$ cat config.mk
export PLATFORM = sky130hd
export DESIGN_NAME = stopwatch_bcd_counter_flat
export DESIGN_NICKNAME = d
export VERILOG_FILES = /design/src/rtl/stopwatch_bcd_counter_pkg.sv /design/src/rtl/stopwatch_bcd_counter_if.sv /design/src/rtl/stopwatch_bcd_counter_btn_debounce.sv /design/src/rtl/stopwatch_bcd_counter.sv /design/src/flat_wrapper.sv
export SDC_FILE = /design/constraint.sdc
export NUM_CORES = 1
export LEC_CHECK = 0
export BUFFER_PORTS_ARGS = -buffer_cell sky130_fd_sc_hd__buf_2
export CORE_MARGIN = 2
export CORE_UTILIZATION = 35
export DETAILED_ROUTE_END_ITERATION = 8
export HOLD_SLACK_MARGIN = 0.03
export SLEW_MARGIN = 10
export SYNTH_ARGS = -nofsm -noshare
export SYNTH_HDL_FRONTEND = slang
export SYNTH_SLANG_ARGS = --single-unit
$ cat constraint.sdc
create_clock -name clk -period 2.4 [get_ports clk]
set_input_delay 0.12 -clock clk [delete_from_list [all_inputs] [get_ports clk]]
set_output_delay 0.12 -clock clk [all_outputs]
set_load 0.03 [all_outputs]
$ cat src/rtl/stopwatch_bcd_counter_pkg.sv
// Shared FSM encodings, display codes and the BCD increment helper for the stopwatch.
package stopwatch_bcd_counter_pkg;

  typedef enum logic [1:0] {
    S_IDLE  = 2'd0,
    S_RUN   = 2'd1,
    S_PAUSE = 2'd2
  } state_t;

  localparam logic [3:0]  BCD_DASH  = 4'hA;
  localparam logic [3:0]  BCD_BLANK = 4'hB;
  localparam logic [15:0] X_DASHES  = {4{BCD_DASH}};

  // Returns {carry_out, next_digits}; the carry ripples through all four digits at once.
  function automatic logic [16:0] bcd_inc4(input logic [15:0] d);
    logic [16:0] r;
    logic        c;
    r = '0;
    c = 1'b1;
    for (int unsigned i = 0; i < 4; i++) begin
      if (c && d[i*4 +: 4] == 4'd9) begin
        r[i*4 +: 4] = 4'd0;
      end else if (c) begin
        r[i*4 +: 4] = d[i*4 +: 4] + 4'd1;
        c = 1'b0;
      end else begin
        r[i*4 +: 4] = d[i*4 +: 4];
      end
    end
    r[16] = c;
    return r;
  endfunction

endpackage

$ cat src/rtl/stopwatch_bcd_counter_if.sv
// Button inputs and display/status outputs of the stopwatch, grouped as one port.
interface stopwatch_bcd_counter_if;
  logic        btn_ss;
  logic        btn_clr;
  logic [15:0] x;
  logic        running;
  logic        ovf;

  modport master (output btn_ss, output btn_clr, input x, input running, input ovf);
  modport slave  (input btn_ss, input btn_clr, output x, output running, output ovf);
endinterface

$ cat src/rtl/stopwatch_bcd_counter_btn_debounce.sv
// Raw pushbutton -> 2-FF synchroniser -> stability counter -> one-cycle press pulse.
module btn_debounce #(
  parameter int unsigned DB_CYCLES = 1_000_000
) (
  input  logic clk,
  input  logic clr_n,
  input  logic btn,
  output logic pulse
);

  localparam int unsigned CW = (DB_CYCLES > 1) ? $clog2(DB_CYCLES) : 1;

  logic [1:0]    sync;
  logic          level;
  logic [CW-1:0] cnt;

  // Any return of the synced level to the accepted level restarts the count.
  always_ff @(posedge clk or negedge clr_n) begin
    if (!clr_n) begin
      sync  <= '0;
      level <= 1'b0;
      cnt   <= '0;
      pulse <= 1'b0;
    end else begin
      sync  <= {sync[0], btn};
      pulse <= 1'b0;
      if (sync[1] == level) begin
        cnt <= '0;
      end else if (cnt == CW'(DB_CYCLES - 1)) begin
        level <= sync[1];
        pulse <= sync[1];
        cnt   <= '0;
      end else begin
        cnt <= cnt + 1'b1;
      end
    end
  end

endmodule

$ cat src/rtl/stopwatch_bcd_counter.sv
// Centisecond stopwatch: debounced start/stop and clear, IDLE/RUN/PAUSE FSM,
// prescaled 00.00..99.99 BCD cascade and registered display word.
module stopwatch_bcd_counter
  import stopwatch_bcd_counter_pkg::*;
#(
  parameter int unsigned CLK_HZ    = 100_000_000,
  parameter int unsigned TICK_HZ   = 100,
  parameter int unsigned DB_CYCLES = 1_000_000
) (
  input  logic                    clk,
  input  logic                    clr_n,
  stopwatch_bcd_counter_if.slave  sw
);

  localparam int unsigned DIV = CLK_HZ / TICK_HZ;
  localparam int unsigned PW  = $clog2(DIV);

  logic          ss_p;
  logic          clr_p;
  state_t        state;
  logic [PW-1:0] pre;
  logic [15:0]   digits;
  logic [15:0]   x_q;
  logic          running_q;
  logic          ovf_q;
  logic          tick;
  logic [16:0]   inc;

  btn_debounce #(.DB_CYCLES(DB_CYCLES)) u_db_ss (
    .clk   (clk),
    .clr_n (clr_n),
    .btn   (sw.btn_ss),
    .pulse (ss_p)
  );

  btn_debounce #(.DB_CYCLES(DB_CYCLES)) u_db_clr (
    .clk   (clk),
    .clr_n (clr_n),
    .btn   (sw.btn_clr),
    .pulse (clr_p)
  );

  always_comb tick = (pre == PW'(DIV - 1));
  always_comb inc  = bcd_inc4(digits);

  // x is loaded at the same edge as the digits, so it never lags the counter.
  always_ff @(posedge clk or negedge clr_n) begin
    if (!clr_n) begin
      state     <= S_IDLE;
      pre       <= '0;
      digits    <= '0;
      x_q       <= X_DASHES;
      running_q <= 1'b0;
      ovf_q     <= 1'b0;
    end else begin
      unique case (state)
        S_IDLE: begin
          pre    <= '0;
          digits <= '0;
          ovf_q  <= 1'b0;
          if (ss_p) begin
            state     <= S_RUN;
            x_q       <= '0;
            running_q <= 1'b1;
          end
        end
        S_RUN: begin
          if (tick) begin
            pre    <= '0;
            digits <= inc[15:0];
            x_q    <= inc[15:0];
            if (inc[16]) ovf_q <= 1'b1;
          end else begin
            pre <= pre + 1'b1;
          end
          if (ss_p) begin
            state     <= S_PAUSE;
            running_q <= 1'b0;
          end
        end
        S_PAUSE: begin
          if (clr_p) begin
            state  <= S_IDLE;
            pre    <= '0;
            digits <= '0;
            ovf_q  <= 1'b0;
            x_q    <= X_DASHES;
          end else if (ss_p) begin
            state     <= S_RUN;
            running_q <= 1'b1;
          end
        end
        default: begin
          state     <= S_IDLE;
          x_q       <= X_DASHES;
          running_q <= 1'b0;
        end
      endcase
    end
  end

  assign sw.x       = x_q;
  assign sw.running = running_q;
  assign sw.ovf     = ovf_q;

endmodule
$ cat src/flat_wrapper.sv
// flat-port wrapper written by rule: the top's interface ports become plain ports
module stopwatch_bcd_counter_flat import stopwatch_bcd_counter_pkg::*;
#(
  parameter int unsigned CLK_HZ    = 100_000_000,
  parameter int unsigned TICK_HZ   = 100,
  parameter int unsigned DB_CYCLES = 1_000_000
)
  (clk, clr_n, sw_btn_ss, sw_btn_clr, sw_x, sw_running, sw_ovf);
  stopwatch_bcd_counter_if sw_i ();
  input  logic clk;
  input  logic clr_n;
  input wire logic [$bits(sw_i.btn_ss)-1:0] sw_btn_ss;
  input wire logic [$bits(sw_i.btn_clr)-1:0] sw_btn_clr;
  output wire logic [$bits(sw_i.x)-1:0] sw_x;
  output wire logic [$bits(sw_i.running)-1:0] sw_running;
  output wire logic [$bits(sw_i.ovf)-1:0] sw_ovf;
  assign sw_i.btn_ss = sw_btn_ss;
  assign sw_i.btn_clr = sw_btn_clr;
  assign sw_x = sw_i.x;
  assign sw_running = sw_i.running;
  assign sw_ovf = sw_i.ovf;
  stopwatch_bcd_counter #(.CLK_HZ(CLK_HZ), .TICK_HZ(TICK_HZ), .DB_CYCLES(DB_CYCLES)) u_core (.clk(clk), .clr_n(clr_n), .sw(sw_i));
endmodule
### After elaboration in Yosys (flattened, before gate mapping)

Cells that the tools add are included.

* flip-flop bits (word level): 104
* output and inout port bits: 18

* add/subtract/negate cells: 7
* equality and inequality tests: 17
* multiplexer cells: 40
* bitwise operators: 2
* reduce and logical (&&, ||, !) cells: 12

Operators with widths (count)
* 20-bit 2-to-1 mux: 6
* 16-bit case mux with 3 select lines: 2
* 16-bit 2-to-1 mux: 4
* 20-bit by 1-bit adder with 20-bit output, second input constant: 3
* 20-bit equality test, second input constant: 3
* 20-bit case mux with 3 select lines: 1
* 4-bit 2-to-1 mux: 7
* 4-bit by 1-bit adder with 4-bit output, second input constant: 4
* 4-bit equality test, second input constant: 4
* 1-bit 2-to-1 mux: 14
* 2-bit inequality test, second input constant: 4
* 2-bit AND reduction: 4
* 2-bit 2-to-1 mux: 3
* 1-bit case mux with 3 select lines: 2
* 2-bit case mux with 3 select lines: 1
* 3-bit AND reduction: 2
* 2-bit by 1-bit inequality test with 1-bit output, second input constant: 2
* 4-bit AND reduction: 1
* 1-bit logical AND: 3
* 3-bit nonzero test: 1
* 1-bit equality test: 2
* 2-bit by 1-bit equality test with 1-bit output, second input constant: 1
* 2-bit equality test, second input constant: 1
* 2-bit zero test: 1
* 1-bit NOT: 2

### Longest topological paths before layout

* depth after elaboration: 11
* mapped depth: 8

### Hierarchy

From an unflattened synthesis, not the netlist that was laid out.

* cells, all modules: 564
* area total of the unflattened synthesis: 5431.5 um2

By module, submodules not included
* stopwatch_bcd_counter: instances 1, cells each 338, area an instance 3158.0 um2
* btn_debounce (u_core.u_db_ss): instances 1, cells each 110, area an instance 1137.3 um2
* btn_debounce (u_core.u_db_clr): instances 1, cells each 116, area an instance 1136.1 um2

### Worst setup path after synthesis

Ideal clock, no wire load.

* path kind: register to register
* from: register u_core.pre[6]
* to: register u_core.digits[15]
* setup time: 0.127 ns
* arrival: 1.765 ns
* required time: 2.273 ns
* setup slack: 0.508 ns
* stages on the path, launching flop included: 6
* clock period less this slack: 1.892 ns
* cells stage by stage: dfrtp_1 -> nand4bb_4 -> nor4_4 -> a22o_1 -> buf_4 -> mux2_1

* longest elaborated chain between the ends: 3

RTL lines
* from (decl): RTL line stopwatch_bcd_counter.sv:21 `logic [PW-1:0] pre;`
* from (signal assigned): RTL line stopwatch_bcd_counter.sv:74 `pre <= pre + 1'b1;`
* 20-bit equality test: RTL line stopwatch_bcd_counter.sv:43 `always_comb tick = (pre == PW'(DIV - 1));`
* 2-bit by 1-bit inequality test with 1-bit output (no line)
* 3-bit AND reduction (no line)
* to (signal assigned): RTL line stopwatch_bcd_counter.sv:70 `digits <= inc[15:0];`
* to (decl): RTL line stopwatch_bcd_counter.sv:22 `logic [15:0] digits;`

Every way passes these cells.
A chain may end at the register's enable or synchronous reset.

### Final worst setup path

* from: register u_core.state[0]
* to: register u_core.x_q[6] (netlist: u_core.sw.x[6])

* longest elaborated chain between the ends: 3
* elaborated cells between the ends (all ways): 8
* classes of those cells: 5 x eq/ne; 1 x mux; 2 x reduce/logical

RTL lines
* from (decl): RTL line stopwatch_bcd_counter.sv:20 `state_t state;`
* from (signal assigned): RTL line stopwatch_bcd_counter.sv:49 `state <= S_IDLE;`
* from (signal assigned): RTL line stopwatch_bcd_counter.sv:62 `state <= S_RUN;`
* from (signal assigned): RTL line stopwatch_bcd_counter.sv:77 `state <= S_PAUSE;`
* 2-bit by 1-bit equality test with 1-bit output, or another cell as far along: RTL line stopwatch_bcd_counter.sv:56 `unique case (state)`
* 2-bit by 1-bit inequality test with 1-bit output (no line) / 2-bit inequality test (equally long branches)
* 3-bit AND reduction (no line)
* to (signal assigned): RTL line stopwatch_bcd_counter.sv:71 `x_q <= inc[15:0];`
* to (decl): RTL line stopwatch_bcd_counter.sv:23 `logic [15:0] x_q;`

Several ways; a longest one is shown, not always the timed one.

==> results.sh <==
export IMPL_synth_area_mux_share=0.01411
export IMPL_yosysSeqAreaShare=0.4912
export IMPL_result_of_the_run="finished, final reports clean"
export IMPL_placed_instances=753
export IMPL_r2r_slack_ns=0.24
export IMPL_design_portCount=22
export IMPL_ys_dominant_reg_cell="dfrtp_1"
export IMPL_critical_path_required_ns=2.66
export IMPL_nets=592
export IMPL_crit_path_max_fanout=18
export IMPL_layout_cells_non_filler=772
export IMPL_timing_final_ws_setup_ns=0.2409
export IMPL_tritoncts_num_buffers=9
export IMPL_postRouteWirelength_um=11130
export IMPL_placement_rows=45
export IMPL_grt_setup_unrepaired="no"
export IMPL_worstPathArrival_ns=2.42
export IMPL_cts_root_to_sink_buffers=2
export IMPL_total_standard_cell_area_after_synthesis_sq_mm=0.005319
export IMPL_synth_enable_flop_cells=0
export IMPL_avgSynthCellArea_sq_um=9.724
export IMPL_dieHeight_um=127.3
export IMPL_number_of_input_and_output_port_buffers_inserted=21
export IMPL_floorplan_die_width_um=127.3
export IMPL_synthArstFlopShare=1.000
export IMPL_worstSetupStartpoint="u_core.state[0]"
export IMPL_grt_overflow=0
export IMPL_power_density_mw_per_mm2=566.0
export IMPL_reg2reg_from="u_core.state[0]"
export IMPL_share_of_final_layout_standard_cells_stronger_than_drive_strength_1=0.1353
export IMPL_final_hold_violations=0
export IMPL_setup_viol=0
export IMPL_drt_drc_violations_left=0
export IMPL_globalplace_congestion=0.8444
export IMPL_timing_critical_path_from_type="flop"
export IMPL_detail_route_antenna_nets=0
export IMPL_dieArea_sq_mm=0.01620
export IMPL_criticalPathCategory="flop to flop"
export IMPL_final_max_slew_viol_count=0
export IMPL_synth_compound_gate_area_share=0.1122
export IMPL_dr_first_iter_drc_count=236
export IMPL_post_synth_inst_count=547
export IMPL_fmax_ghz=0.4632
export IMPL_final_hold_worst_slack_ns=0.3316
export IMPL_diodes=0
export IMPL_synth_xor_area_frac=0.08892
export IMPL_min_path_type="input pin to async pin"
export IMPL_endpoint_kind="flop"
export IMPL_layout_cells_most_common="dfrtp_1"
export IMPL_design_core_area_sq_mm=0.01503
export IMPL_ys_seq_elements=104
export IMPL_worst_max_slew_pin_slew_ns=0.7855
export IMPL_initial_utilization=0.3538
export IMPL_synthDistinctLibCells=59
export IMPL_syn_nets=560
export IMPL_post_route_min_period_ns=2.159
export IMPL_clock_latency_ns=0.35
export IMPL_cts_sinks=104
export IMPL_finalClockSkew_ns=0.01005
export IMPL_finalCritPeriodShare=0.8996
export IMPL_grt_first_pass_wirelength_um=19290
export IMPL_worst_slew_slack_as_a_fraction_of_its_limit=0.4764
export IMPL_final_cell_mix="96 x dfrtp_1, 70 x nor2_1, 51 x nand2_1"
export IMPL_clk_pin_slew_ns=0.07
export IMPL_synth_adder_area_share=0.02117
export IMPL_number_of_global_route_vias_before_repair=3992
export IMPL_drt_first_pass_iters=4
export IMPL_via_count=4019
export IMPL_post_place_ws_ns=0.2655
export IMPL_avgViaCountPerCell=5.206
export IMPL_synthToLayoutAreaGrowth_pct=13.95
export IMPL_power_leakage_nw=2.604
export IMPL_synth_warning_count=0
export IMPL_largest_family_of_logic_cells_by_synthesized_area="simple AND/OR/NAND/NOR gates"
export IMPL_post_drt_wl_per_cell_um=14.42
export IMPL_max_vdd_ir_drop_uv=445.2
export IMPL_cts_htree_levels=3
export IMPL_dp_final_hpwl_um=7647
export IMPL_clock_root_buffer="clkbuf_16"
export IMPL_grt_max_degree=48
export IMPL_antenna_found_initial=0
export IMPL_yosys_area_share_simple=0.2411
export IMPL_setup_total_negative_slack_ns=0
export IMPL_timing_max_cap_violations=0
export IMPL_cts_tree="done"
export IMPL_grt_use_total=0.1458
## layout make-up
type	instances	area, sq um
clock buffers	9	225.2
fillers	1462	8972
repair buffers	42	285.3
flip-flops and latches	104	2613
multi-input cells	405	2546
inverters	17	63.81
well taps	188	235.2
clock inverters	7	92.59
## kinds of logic after synthesis
| group | Yosys count |
|---|---|
| compound gates | 91 |
| xor+xnor | 54 |
| fa+ha+maj | 9 |
| buf+inv | 38 |
| flops | 104 |
| mux | 7 |
| simple gates | 244 |
## routing by layer
metal  GRT usage  wire length, um  vias to the layer above
met5           0                0                        -
met4     0.04072               93                        0
met3     0.03936              337                        7
met2      0.2384             5359                       57
met1      0.1915             5340                     1969
li1            -                -                     1986
## worst paths after layout
| kind | end | cells past startpoint |
|---|---|---|
| hold / removal | u_core.digits[14] | 2 |
| setup reg to reg | u_core.sw.x[6] | 6 |
| setup / recovery | u_core.sw.x[6] | 6 |
| max in group asynchronous | u_core.u_db_ss.cnt[15] | 3 |
| min in group clk | u_core.u_db_ss.sync[1] | 0 |
| hold reg to reg | u_core.u_db_ss.sync[1] | 0 |
## synth_stat cells (all sizes together), types with 4 or more instances
master   count  area, sq um
dfstp        8        210.2
and4         4        35.03
and3        13        81.33
a211oi       4        30.03
inv         17        63.81
nand2b       9        56.30
nand3       37        185.2
or4          4        30.03
or2          4        25.02
o31ai        8        60.06
a21oi       18        93.84
nand3b       4        30.03
nor4        13        96.34
ha           9        112.6
xnor2       33        289.0
nor2        71        269.0
nor3        10        61.31
dfrtp       96         2402
a31oi       10        62.56
nand4        5        31.28
buf         11        65.06
nand4bb      4        61.31
mux2         4        45.04
a21o        10        75.07
and3b        4        35.03
clkbuf      10        37.54
o21ai       20        100.1
xor2        21        183.9
nand2       51        191.4
## what timing repair did
action,4_1_cts,5_1_grt
hold buffers,3,0
setup buffers,0,0
endpoints found under the setup margin,0,0
gates resized for setup,0,0
hold endpoints to repair,40,0
## sequential cells by signal, indices dropped and copies added, names as in the netlist
register and flops:
u_core.sw.x 16, u_core.u_db_clr.level 1, u_core.u_db_ss.cnt 20, u_core.u_db_ss.level 1, u_core.sw.running 1, u_core.u_db_ss.sync 2
u_core.pre 20, u_core.sw.ovf 1, u_core.u_db_ss.pulse 1, u_core.digits 16, u_core.u_db_clr.cnt 20, u_core.u_db_clr.pulse 1
u_core.state 2, u_core.u_db_clr.sync 2
## where the power goes
| group | switching [mW] | leakage [nW] | internal [mW] | total, mW |
|---|---|---|---|---|
| combinational | 0.0533 | 1.03 | 0.0211 | 0.0744 |
| sequential | 0.00906 | 1.41 | 1.76 | 1.77 |
| clock | 0.667 | 0.160 | 0.916 | 1.58 |
| total | 0.729 | 2.60 | 2.70 | 3.43 |
## worst max-delay path, cell delays in order (launching register included)
cell	delay (ns)
dfrtp_1	0.54
a21oi_1	0.34
a211oi_1	0.14
a31oi_2	0.59
buf_4	0.32
nand2_1	0.07
o31ai_1	0.06
## metrics by stage
stage	area, sq um	total power, mW	util
6_report	6061	3.430	0.4032
5_1_grt	6061	3.558	0.4032
4_1_cts	6061	3.490	0.4032
3_5_place_dp	5713	1.881	0.3800
3_3_place_gp	5713	1.877	0.3800
2_1_floorplan	5319	1.830	-
(Power assumes the default switching activity.)
